--- src/rtl/mem_arb_pkg.sv ---
// Shared types for the unified memory port arbiter: read-owner tags and latency bound.
package mem_arb_pkg;

    typedef enum logic [1:0] {
        OWN_NONE = 2'd0,
        OWN_IF   = 2'd1,
        OWN_DM   = 2'd2
    } owner_e;

    localparam int RD_LAT_MAX = 4;

endpackage

--- src/rtl/rd_tag_pipe.sv ---
// Owner-tag shift register: a tag entering at stage 0 leaves the tail RD_LAT cycles later,
// lining up with the read datum the memory returns for that access.
module rd_tag_pipe
    import mem_arb_pkg::*;
#(
    parameter int RD_LAT = 1
) (
    input  logic   clk,
    input  logic   reset,
    input  owner_e in_tag,
    output owner_e out_tag
);

    for (genvar gi = 0; gi < RD_LAT; gi++) begin : g_stage
        owner_e tag_reg;
        if (gi == 0) begin : g_head
            always_ff @(posedge clk) begin
                if (!reset) begin
                    tag_reg <= OWN_NONE;
                end else begin
                    tag_reg <= in_tag;
                end
            end
        end else begin : g_body
            always_ff @(posedge clk) begin
                if (!reset) begin
                    tag_reg <= OWN_NONE;
                end else begin
                    tag_reg <= g_stage[gi-1].tag_reg;
                end
            end
        end
    end

    assign out_tag = g_stage[RD_LAT-1].tag_reg;

endmodule

--- src/rtl/mem_port_arbiter.sv ---
// Arbitrates IF and DM onto one single-port memory: DM wins ties unless IF has been
// denied STARVE_MAX cycles in a row; read data is routed back by an owner-tag pipe.
module mem_port_arbiter
    import mem_arb_pkg::*;
#(
    parameter int ADDR_W     = 9,
    parameter int DATA_W     = 32,
    parameter int RD_LAT     = 1,
    parameter int STARVE_MAX = 3
) (
    input  logic              clk,
    input  logic              reset,
    input  logic              if_req,
    input  logic [ADDR_W-1:0] if_addr,
    output logic              if_gnt,
    output logic              if_rvalid,
    output logic [DATA_W-1:0] if_rdata,
    input  logic              dm_req,
    input  logic              dm_we,
    input  logic [ADDR_W-1:0] dm_addr,
    input  logic [DATA_W-1:0] dm_wdata,
    input  logic [2:0]        dm_funct3,
    output logic              dm_gnt,
    output logic              dm_rvalid,
    output logic [DATA_W-1:0] dm_rdata,
    output logic              stall_if,
    output logic              stall_dm,
    output logic              mem_en,
    output logic              mem_we,
    output logic [ADDR_W-1:0] mem_addr,
    output logic [DATA_W-1:0] mem_wdata,
    output logic [2:0]        mem_funct3,
    input  logic [DATA_W-1:0] mem_rdata
);

    logic [3:0] starve_cnt_reg, starve_cnt_next;
    logic       force_if;
    logic       if_win, dm_win;
    owner_e     in_tag, out_tag;

    assign force_if = (starve_cnt_reg == 4'(STARVE_MAX));

    always_comb begin
        if_win = if_req & (~dm_req | force_if);
        dm_win = dm_req & ~if_win;
    end

    // Handshake outputs are forced low while reset is held.
    assign if_gnt   = reset & if_win;
    assign dm_gnt   = reset & dm_win;
    assign stall_if = reset & if_req & ~if_win;
    assign stall_dm = reset & dm_req & ~dm_win;

    assign mem_en     = if_gnt | dm_gnt;
    assign mem_we     = dm_gnt & dm_we;
    assign mem_addr   = dm_win ? dm_addr : if_addr;
    assign mem_wdata  = dm_wdata;
    // Instruction fetches are always full-word accesses.
    assign mem_funct3 = dm_win ? dm_funct3 : 3'b010;

    always_comb begin
        in_tag = OWN_NONE;
        if (if_gnt) begin
            in_tag = OWN_IF;
        end else if (dm_gnt && !dm_we) begin
            in_tag = OWN_DM;
        end
    end

    always_comb begin
        starve_cnt_next = starve_cnt_reg;
        if (!if_req || if_win) begin
            starve_cnt_next = 4'd0;
        end else if (starve_cnt_reg != 4'(STARVE_MAX)) begin
            starve_cnt_next = starve_cnt_reg + 4'd1;
        end
    end

    always_ff @(posedge clk) begin
        if (!reset) begin
            starve_cnt_reg <= 4'd0;
        end else begin
            starve_cnt_reg <= starve_cnt_next;
        end
    end

    rd_tag_pipe #(
        .RD_LAT (RD_LAT)
    ) u_rd_tag_pipe (
        .clk     (clk),
        .reset   (reset),
        .in_tag  (in_tag),
        .out_tag (out_tag)
    );

    assign if_rvalid = reset & (out_tag == OWN_IF);
    assign dm_rvalid = reset & (out_tag == OWN_DM);
    assign if_rdata  = mem_rdata;
    assign dm_rdata  = mem_rdata;

endmodule

--- config.mk ---
export PLATFORM = sky130hd
export DESIGN_NAME = mem_port_arbiter
export DESIGN_NICKNAME = d
export VERILOG_FILES = /design/src/rtl/mem_arb_pkg.sv /design/src/rtl/rd_tag_pipe.sv /design/src/rtl/mem_port_arbiter.sv
export SDC_FILE = /design/constraint.sdc
export NUM_CORES = 1
export LEC_CHECK = 0
export CAP_MARGIN = 5
export CORE_ASPECT_RATIO = 1.1
export CORE_MARGIN = 8
export CORE_UTILIZATION = 23
export CTS_CLUSTER_DIAMETER = 40
export CTS_CLUSTER_SIZE = 24
export DETAILED_ROUTE_END_ITERATION = 12
export GPL_TIMING_DRIVEN = 0
export PLACE_DENSITY = 0.89
export SYNTH_ARGS = -nofsm -noshare
export SYNTH_HDL_FRONTEND = slang
export SYNTH_SLANG_ARGS = --single-unit
--- constraint.sdc ---
create_clock -name clk -period 4.25 [get_ports clk]
set_clock_uncertainty 0.15 [all_clocks]
set_input_delay 0.425 -clock clk [delete_from_list [all_inputs] [get_ports clk]]
set_output_delay 0.425 -clock clk [all_outputs]
set_load 0.01 [all_outputs]
==> impl_results.md <==
- Worst stage delay on the critical path: 0.50 ns
- Total CTS buffers: 3
- FF+latch count, synth: 6
- Post-route cell area: 0.00268 mm^2
- Fillers: 437
- Clk Latency, worst-skew pair: 0.23 ns
- Hold Slack: 0.299 ns
- Slowest CP cell: clkdlybuf4s50_1
- Leak pwr: 1.23 nW
- Die area: 0.00752 mm^2
- HP Class: flip-flop to flip-flop
- Largest net degree at the start of global routing: 11
- Iter 0 DRT Violations: 3
- Post-CTS Setup Inserts: 0
- Max Slew Vio Count: 0
- Top cell type's share of synthesized area: 0.627
- First-pass GRT wire length: 8170 um
- DP HPWL: 5180 um
- Initial antenna violation count: 0
- Hold buffers post-CTS: 0
- Crit path cell chain: ha_1 > or3b_4 > o21ai_4 > buf_6 > mux2_4 > clkdlybuf4s50_1
- Register area share after synthesis: 0.104
- Util after Layout: 0.546
- Setup ws final: 1.26 ns
- VDD IR max: 0.128 mV
- Gate Count Post-Synth: 144
- Kind of critical path: flip-flop to output port
- Synth area leaders: buf_4 (63%), dfxtp_1 (10%), mux2_4 (5.2%)
- Number of detailed-route iterations in the first pass: 3
- Yosys warnings: 0
- Flip-flop count of the largest register after layout: 4
- Gr ovfl total: 0
- H-tree depth: 1
- Layout cells sized above 1: 0.389
- DR vias/cell: 3.75
- Crit Path Max Fanout: 10
- Clock buffer depth: 2
- Clock root buffer: clkbuf_8
- Layout Nets: 381
- Vias in the first global route: 1,429
- Initial Util: 0.235
- Critical Path AT: 2.41 ns
- Element type at the critical path start: flip-flop
- CTS tree: yes
- Pre-CTS setup slack: 1.38 ns
- Site Rows: 27
- Mean area per synthesized cell: 7.99 um^2
- Final min period: 2.99 ns
- CP endpoint kind: output port
- Actual transition at the worst max-transition pin: 0.277 ns
- Number of distinct library cells after synthesis: 20
- Unrepaired setup endpoints after global routing: false
- Area leader, netlist: buf_4
- Period utilization: 0.703
- Setup TNS: 0 ns
- CTS Sinks: 6
- Post-DR wirelength/cell: 15.9 um
- I/O pins: 206
- Post-route ant nets: 0
- Die Width: 83.4 um
- Post-Syn Area: 0.00115 mm^2
- Post-CTS Resized: 0
- Core area: 0.00490 mm^2
- Max-Cap Viols: 0
- Synth Net Count: 235
- Global Route Usage Sum: 0.135
- Critical Path RT: 3.67 ns
- Post-place instance area: 0.00263 mm^2
- Pwr dens: 153 mW/mm^2
- Run status: finished, final reports clean
- # port buffers: 141
- Slew HR: 0.814
- Peak Freq: 335 MHz
- Syn-to-layout area delta: 133%
- Hold Vio Cnt, Final: 0
- Final Setup Violations: 0
- Die height: 90.2 um
- Total number of vias: 1,297
- Routability cong.: 0.700
- WL final: 5520 um
- Clk slew on worst S/H paths: 0.04 ns
- DRC Markers: 0
- # diodes: 0
## path summary, 6_finish.rpt
check                                  startpoint                       end  slack (ns)  cells past startpoint
worst max-delay path            starve_cnt_reg[0]               mem_addr[5]        1.26                      6
worst min-delay path            starve_cnt_reg[0]         starve_cnt_reg[0]        0.30                      1
worst max register to register  starve_cnt_reg[0]  u_rd_tag_pipe.out_tag[1]        2.55                      5
worst min register to register  starve_cnt_reg[0]         starve_cnt_reg[0]        0.30                      1
## cells by family after synthesis
group | count (synthesis) | synth area share
compound gates | 3 | 0.0272
xor+xnor | 2 | 0.0152
fa+ha+maj | 1 | 0.0109
buf+inv | 104 | 0.659
flops | 6 | 0.104
mux | 9 | 0.101
simple gates | 19 | 0.0816
## final cells by class
type	instances	area, um^2	share of cell area
plain buffers	97	732	0.274
clock buffers	3	41.3	0.0154
repair buffers	141	1410	0.528
multi-input cells	34	272	0.101
flip-flops and latches	6	120	0.0449
inverters	7	26.3	0.00982
well taps	58	72.6	0.0271
## worst max-delay path, delay by kind of cell (launching register included)
kind	cells	cell delay, ns
and+or+nand+nor	1	0.42
muxes	1	0.31
DFF	1	0.34
buffers and inverters	2	0.69
adders and majority gates	1	0.19
AOI/OAI and AO/OA	1	0.24
## cell usage in the layout (no fill, tap or decap)
master	count
nor3b_1	1
buf_4	96
or3b_4	1
nor3_1	2
inv_1	7
dfxtp_1	6
buf_6	1
ha_1	1
mux2_4	4
clkdlybuf4s50_1	141
nand2_1	1
clkbuf_8	3
and2_1	1
o21ai_4	1
nor2_1	10
nand3_1	1
xnor2_1	1
or2_2	1
xor2_1	1
a211oi_1	2
nand4_1	1
mux2_2	5
## stage by stage
stage                     total power, mW  std cells
after floorplan                     0.178        144
after global placement              0.321        343
after detailed placement            0.326        343
after CTS                           0.414        346
after global routing                0.427        346
final                               0.409        346
## cell usage after synthesis, drive strengths merged
| master | instances |
|---|---|
| buf | 97 |
| nor2 | 10 |
| mux2 | 9 |
| inv | 7 |
| dfxtp | 6 |
| a211oi | 2 |
| nor3 | 2 |
| and2 | 1 |
| ha | 1 |
| nand2 | 1 |
| nand3 | 1 |
| nand4 | 1 |
| nor3b | 1 |
| o21ai | 1 |
| or2 | 1 |
| or3b | 1 |
| xnor2 | 1 |
| xor2 | 1 |
## per-layer routing
layer	global-route usage	vias up	wire length, um	part of all wire
li1	-	641	-	-
met1	0.119	539	1790	0.32
met2	0.250	112	2830	0.51
met3	0.0821	5	840	0.15
met4	0.0346	0	53	0.0096
met5	0	-	0	0
## power by group
part	switching, mW	internal [mW]	leakage, nW
clock network	0.0269	0.0610	0.0216
logic	0.0805	0.182	1.16
registers	0.000623	0.0579	0.0488
total	0.108	0.301	1.23
No activity file was read; power rests on OpenSTA's default activity.
